[config.mk]
export PLATFORM = sky130hd
export DESIGN_NAME = switch_input_ctrl
export DESIGN_NICKNAME = d
export VERILOG_FILES = /design/src/rtl/switch_input_ctrl.sv
export SDC_FILE = /design/constraint.sdc
export NUM_CORES = 1
export LEC_CHECK = 0
export BUFFER_PORTS_ARGS = -buffer_cell sky130_fd_sc_hd__buf_2
export CORE_ASPECT_RATIO = 1.1
export CORE_MARGIN = 5
export CORE_UTILIZATION = 55
export CTS_CLUSTER_DIAMETER = 80
export DETAILED_ROUTE_END_ITERATION = 7
export PLACE_DENSITY = 0.74
export SETUP_SLACK_MARGIN = 0.2
export SLEW_MARGIN = 20
export SYNTH_ARGS = -nofsm -noshare
export SYNTH_HDL_FRONTEND = slang
export SYNTH_SLANG_ARGS = --single-unit
[constraint.sdc]
create_clock -name clk -period 2.9 [get_ports clk]
set_clock_uncertainty 0.2 [all_clocks]
set_input_delay 0.435 -clock clk [delete_from_list [all_inputs] [get_ports clk]]
set_output_delay 0.435 -clock clk [all_outputs]
set_load 0.005 [all_outputs]
[src/rtl/switch_input_ctrl.sv]
// Switch/confirm-button input peripheral: synchronises and debounces the board inputs,
// snapshots the switches on each confirmed press and serves them on the CPU switch read bus.
module switch_input_ctrl #(
  parameter int SW_WIDTH        = 16,
  parameter int DEBOUNCE_CYCLES = 200000,
  parameter int CNT_WIDTH       = 18
) (
  input  logic                clk,
  input  logic                rst_n,
  input  logic                switch_ctrl,
  input  logic [1:0]          sw_addr,
  input  logic [SW_WIDTH-1:0] sw_in,
  input  logic                btn_confirm,
  output logic [15:0]         sw_rdata,
  output logic                confirm_pending
);

  localparam logic [CNT_WIDTH-1:0] DEB_MAX  = CNT_WIDTH'(DEBOUNCE_CYCLES);
  localparam logic [CNT_WIDTH-1:0] DEB_LAST = CNT_WIDTH'(DEBOUNCE_CYCLES - 1);
  localparam logic [CNT_WIDTH-1:0] CNT_ONE  = CNT_WIDTH'(1);

  typedef enum logic [1:0] {
    IDLE,
    PRESS_WAIT,
    HELD,
    RELEASE_WAIT
  } btnState_e;

  logic [SW_WIDTH-1:0]  swMeta_q, swSync_q;
  logic [SW_WIDTH-1:0]  swStable_q, swStable_d;
  logic [CNT_WIDTH-1:0] swCnt_q, swCnt_d;
  logic                 swChanged;

  logic                 btnMeta_q, btnSync_q;
  btnState_e            btnState_q, btnState_d;
  logic [CNT_WIDTH-1:0] btCnt_q, btCnt_d;
  logic                 capture;

  logic [SW_WIDTH-1:0]  dataLatch_q, dataLatch_d;
  logic                 pending_q, pending_d;
  logic                 overrun_q, overrun_d;
  logic                 ack;

  // The counter restarts on the very edge the synced vector takes a new value.
  always_comb begin
    swChanged  = (swMeta_q != swSync_q);
    swCnt_d    = swCnt_q;
    swStable_d = swStable_q;
    if (swChanged) begin
      swCnt_d = '0;
    end else begin
      if (swCnt_q != DEB_MAX) swCnt_d = swCnt_q + CNT_ONE;
      if (swCnt_q == DEB_LAST) swStable_d = swSync_q;
    end
  end

  always_comb begin
    btnState_d = btnState_q;
    btCnt_d    = btCnt_q;
    capture    = 1'b0;
    case (btnState_q)
      IDLE: begin
        if (btnSync_q) begin
          btnState_d = PRESS_WAIT;
          btCnt_d    = '0;
        end
      end
      PRESS_WAIT: begin
        if (!btnSync_q) begin
          btnState_d = IDLE;
        end else if (btCnt_q == DEB_LAST) begin
          btnState_d = HELD;
          capture    = 1'b1;
        end else begin
          btCnt_d = btCnt_q + CNT_ONE;
        end
      end
      HELD: begin
        if (!btnSync_q) begin
          btnState_d = RELEASE_WAIT;
          btCnt_d    = '0;
        end
      end
      RELEASE_WAIT: begin
        if (btnSync_q) begin
          btnState_d = HELD;
        end else if (btCnt_q == DEB_LAST) begin
          btnState_d = IDLE;
        end else begin
          btCnt_d = btCnt_q + CNT_ONE;
        end
      end
      default: btnState_d = IDLE;
    endcase
  end

  // A same-cycle ack consumed the old snapshot, so it never counts as an overrun.
  always_comb begin
    ack         = switch_ctrl && (sw_addr == 2'b00);
    dataLatch_d = dataLatch_q;
    pending_d   = pending_q;
    overrun_d   = overrun_q;
    if (capture) begin
      dataLatch_d = swStable_q;
      pending_d   = 1'b1;
      if (pending_q && !ack) overrun_d = 1'b1;
    end
    if (ack) begin
      overrun_d = 1'b0;
      if (!capture) pending_d = 1'b0;
    end
  end

  always_ff @(posedge clk or negedge rst_n) begin
    if (!rst_n) begin
      swMeta_q    <= '0;
      swSync_q    <= '0;
      swStable_q  <= '0;
      swCnt_q     <= '0;
      btnMeta_q   <= 1'b0;
      btnSync_q   <= 1'b0;
      btnState_q  <= IDLE;
      btCnt_q     <= '0;
      dataLatch_q <= '0;
      pending_q   <= 1'b0;
      overrun_q   <= 1'b0;
    end else begin
      swMeta_q    <= sw_in;
      swSync_q    <= swMeta_q;
      swStable_q  <= swStable_d;
      swCnt_q     <= swCnt_d;
      btnMeta_q   <= btn_confirm;
      btnSync_q   <= btnMeta_q;
      btnState_q  <= btnState_d;
      btCnt_q     <= btCnt_d;
      dataLatch_q <= dataLatch_d;
      pending_q   <= pending_d;
      overrun_q   <= overrun_d;
    end
  end

  // Combinational so the IO stage sees data in the same cycle it selects us.
  always_comb begin
    sw_rdata = '0;
    if (switch_ctrl) begin
      case (sw_addr)
        2'b00:   sw_rdata = 16'(dataLatch_q);
        2'b01:   sw_rdata = 16'(swStable_q);
        2'b10:   sw_rdata = {14'b0, overrun_q, pending_q};
        default: sw_rdata = '0;
      endcase
    end
  end

  assign confirm_pending = pending_q;

endmodule
======== Yosys cells after proc, flatten, opt, wreduce, memory -nomap -nowiden ========
Index checks and enable logic that the tools add are counted.
word-level totals
  register bits ........................... 106
  input bits .............................. 22
  output and inout port bits .............. 17
  logic and storage cells ................. 67
operators by class
  add/sub/neg operators ................... 2
  equality and inequality tests ........... 15
  mux-type cells .......................... 26
  bitwise logic cells ..................... 1
  reductions and logical operators ........ 12
operators by type and width
  kind                                                              number
  18-bit two-way mux                                                7
  18-bit case mux with 4 select lines                               1
  16-bit case mux with 3 select lines                               1
  18-bit by 1-bit adder with 18-bit output (second input constant)  2
  18-bit == test (second input constant)                            2
  18-bit inequality test (second input constant)                    1
  16-bit two-way mux                                                1
  16-bit inequality test                                            1
  2-bit two-way mux                                                 6
  1-bit two-way mux                                                 9
  2-bit inequality test (second input constant)                     4
  2-bit case mux with 4 select lines                                1
  4-bit AND reduction                                               2
  2-bit == test (second input constant)                             3
  3-bit inequality test (second input constant)                     2
  2-bit nonzero test                                                3
  2-bit by 1-bit == test with 1-bit output (second input constant)  2
  2-bit zero test                                                   2
  2-bit AND reduction                                               2
  1-bit logical AND                                                 2
  1-bit zero test                                                   1
  1-bit NOT                                                         1

======== Depth between registers and ports, before layout ========
  depth in word-level cells ............... 7
  depth in mapped cells ................... 7
  gate-level depth less buffers ........... 6

======== Worst setup path after synthesis ========
Ideal clock, no wire load.
  path type ............................... flip-flop to flip-flop
  start ................................... reg swSync_q[9]
  end ..................................... reg swStable_q[10]
  setup time .............................. 0.125 ns
  arrival time ............................ 2.175 ns
  data required time ...................... 2.575 ns
  slack ................................... 0.400 ns
  cell stages (with the launch flop) ...... 8
  clock period less this slack ............ 2.500 ns
  path through ............................ dfrtp_1 -> xor2_1 -> nor4_2 -> nand4_2 -> or4b_1 -> buf_4 -> buf_6 -> mux2_4
on the way
  word-level cells in the longest chain between the ends .. 3
RTL lines
  element                        RTL line  text
  start, declared                29        logic [SW_WIDTH-1:0] swMeta_q, swSync_q;
  start signal, assigned         129       swSync_q <= swMeta_q;
  16-bit inequality test         46        swChanged = (swMeta_q != swSync_q);
  1-bit NOT (no line)            n/a
  2-bit AND reduction (no line)  n/a
  end signal, assigned           130       swStable_q <= swStable_d;
  end, declared                  30        logic [SW_WIDTH-1:0] swStable_q, swStable_d;
Every way passes these cells.
A chain may end at the register's enable or synchronous reset.

======== Worst setup path in the final report ========
  start ................................... reg swCnt_q[7]
  end ..................................... reg swStable_q[6]
on the way
  word-level cells in the longest chain between the ends .. 2
RTL lines
  element                        RTL line  text
  start, declared                31        logic [CNT_WIDTH-1:0] swCnt_q, swCnt_d;
  start signal, assigned         131       swCnt_q <= swCnt_d;
  18-bit == test                 53        if (swCnt_q == DEB_LAST) swStable_d = swSync_q;
  2-bit AND reduction (no line)  n/a
Every way passes these cells.

==> qor.txt <==
Status = completed
Initial antenna violation count = 0
Total power = 2.580 mW
Hold_sp = btnMeta_q
Area leader, netlist = dfrtp_1
Area share of the largest cell type after synthesis = 0.5751
Crit-path cells = or4bb_1 -> nor3_1 -> or4b_1 -> buf_4 -> mux2_4
Sequential cell area fraction in the yosys report = 0.5751
CP Data Arrival Time = 2.55 ns
Max-Cap Viols = 0
Mapped Cells = 382
DRT Wirelength = 8391 um
H-tree depth = 3
Synth Area per Inst = 12.07 um^2
Post-CTS resize count = 0
DR WL met2 = 4222 um
Crit. End Element = register
Hold path depth = 0
Pwr Density = 484.7 mW/mm^2
Hold endpoint = btnSync_q
Netlist cell types = 44
Vias in the first global route = 2975
Synthesized area = 0.004612 mm^2
Max Fclk = 400.6 MHz
Critical path class = reg2reg
Metal-1 WL = 3723 um
Vias/cell = 5.294
Clk slew on worst S/H paths = 0.11 ns
Top cells by area, synth = dfrtp_1, xor2_1, mux2_2
EDFF count, synth = 0
Leading register cell type out of synthesis = dfrtp_1
Relative slew margins = 0.5910
Drt first pass iters = 5
YS warnings = 0
Largest net degree at the start of global routing = 58
Grt total ovfl = 0
Area growth syn-to-layout = 15.41%
Setup TNS = 0 ns
IR drop worst, VDD = 0.2686 mV
Clock Path Buffers = 2
Async set-reset flop share out of synthesis = 1.000
Worst setup SP type = register
RR Endpoint = swStable_q[6]
ANT nets after route = 0
Min setup slack post-route = 0.4038 ns
Crit path max-delay cell type = or4bb_1
CP max FO = 16
Initial core utilization = 0.5572
Final worst-path cycle share = 0.8608
Met3 wire length = 364 um
Post-CTS setup buffer count = 0
Finish-stage setup viols = 0
Port Buffer Count = 38
Die Span Y = 106.0 um
Final Non-Filler Cells = 561
Slew @ Worst Pin = 0.6079 ns
Placement Cell Area = 0.004952 mm^2
Synthesized flop and latch total = 106
Leak = 2.537 nW
DRC Markers = 0
Layout cells sized above 1 = 0.2222
DR vias = 2970
Final RePlAce weighted congestion = 0.8267
Fin. Hold Viols = 0
Synth Net Count = 407
Core area = 0.008277 mm^2
RSZ-0062 raised after global routing = no
CP max stage delay = 0.49 ns
DIE WIDTH = 97.31 um
Fin crit period = 2.496 ns
Hold Path Class = reg2reg
# clock sinks = 106
Row cnt = 35
Dpl cells = 527
Post-DP HPWL = 5824 um
Worst-skew pair later-pin latency = 0.37 ns
First-pass GRT wire length = 14520 um
Diode count = 0
Pins Over Slew Limit = 0
I/O Pins = 39
DR top layer = met4
Worst Reg-to-Reg Cells = 5
Fin nets = 470
Fin area = 0.005323 mm^2
Clk root buf = clkbuf_8
Pre-CTS setup slack = 0.4186 ns
Worst reg2reg setup slack = 0.40 ns
DIE AREA = 0.01032 mm^2
Num CTS Buffers = 9
Post-CTS Hold Buffers = 18
Worst reg2reg startpoint = swCnt_q[7]
Routed len/inst = 14.96 um
DR iter-0 viols = 100
Worst EP required = 2.96 ns
All-Layer GR Usage = 0.1733
CTS tree = done
## power by group
group	total [mW]	leakage [nW]	switching (mW)	internal, mW
Sequential	1.55	1.40	0.0370	1.51
Clock	0.892	0.0991	0.553	0.339
Combinational	0.137	1.04	0.0772	0.0601
## logic make-up after synthesis
logic type,synth area share
simple gates,0.1557
flops,0.5751
mux,0.1321
xor+xnor,0.07786
compound gates,0.03636
buf+inv,0.01465
fa+ha+maj,0.008140
## routing by layer
layer  track usage  vias up
met5             0        -
met4       0.04253        0
met3       0.04134        5
met2        0.2835       54
met1        0.2359     1451
li1              -     1460
## worst max path at each step
stage | start | to | slack (ns)
floorplan | swSync_q[9] | swStable_q[10] | 0.40
global placement | swCnt_q[7] | swStable_q[6] | 0.47
detailed placement | swCnt_q[7] | swStable_q[11] | 0.42
CTS | swCnt_q[7] | swStable_q[5] | 0.41
global route | swMeta_q[1] | swStable_q[9] | 0.32
finish | swCnt_q[7] | swStable_q[6] | 0.40
## flip-flops by register name (all words and copies together) (netlist names), named ones only
| name | count |
|---|---|
| dataLatch_q | 16 |
| btnState_q | 1 |
| btnSync_q | 1 |
| swStable_q | 16 |
| overrun_q | 1 |
| btnMeta_q | 1 |
| swMeta_q | 16 |
| swSync_q | 16 |
| btCnt_q | 18 |
| confirm_pending | 1 |
| swCnt_q | 18 |
## layout by cell type, fill, tap and decap left out, types with 10 or more instances in the layout
cell,count
buf_2,37
xor2_1,35
mux2_2,23
o21ai_0,10
nor2_1,50
nand2_1,21
dlygate4sd3_1,18
mux2_4,10
mux2i_1,20
nand3_1,18
dfrtp_1,106
## cells in the mapped netlist (2+ instances only)
library cell / count
a21oi_1: 5
a31oi_1: 2
a32o_1: 2
a41oi_1: 2
and2_1: 4
and3_1: 8
and4_1: 2
clkbuf_1: 7
dfrtp_1: 106
ha_1: 3
inv_1: 5
mux2_2: 23
mux2_4: 10
mux2i_1: 20
nand2_1: 21
nand2b_1: 3
nand3_1: 18
nand3b_1: 2
nand4_1: 7
nor2_1: 50
nor3_1: 5
nor4_1: 4
nor4_2: 4
o21ai_0: 10
xnor2_1: 6
xor2_1: 35
## through the flow
step / utilization / hold WS (ns)
6_report: 0.6431 / 0.1758
2_1_floorplan: - / -0.06059
4_1_cts: 0.6431 / 0.1784
5_1_grt: 0.6431 / 0.1840
3_5_place_dp: 0.5983 / 0.1074
3_3_place_gp: 0.5983 / 0.09959
## critical path: cells and delay by family, from the launching register on
kind	cells	cell delay, ns
buffers and inverters	1	0.23
AND/OR/NAND/NOR	3	1.18
flip-flops	1	0.45
multiplexers	1	0.31
## area by class of cell
type	count	area [um^2]
tap	111	138.9
fill	662	2954
clock inverter	7	66.31
clock buffer	9	123.9
sequential	106	2653
timing repair buffer	62	430.4
multi-input combinational	261	1892
inverter	5	18.77
No activity file was read; power rests on OpenSTA's default activity.
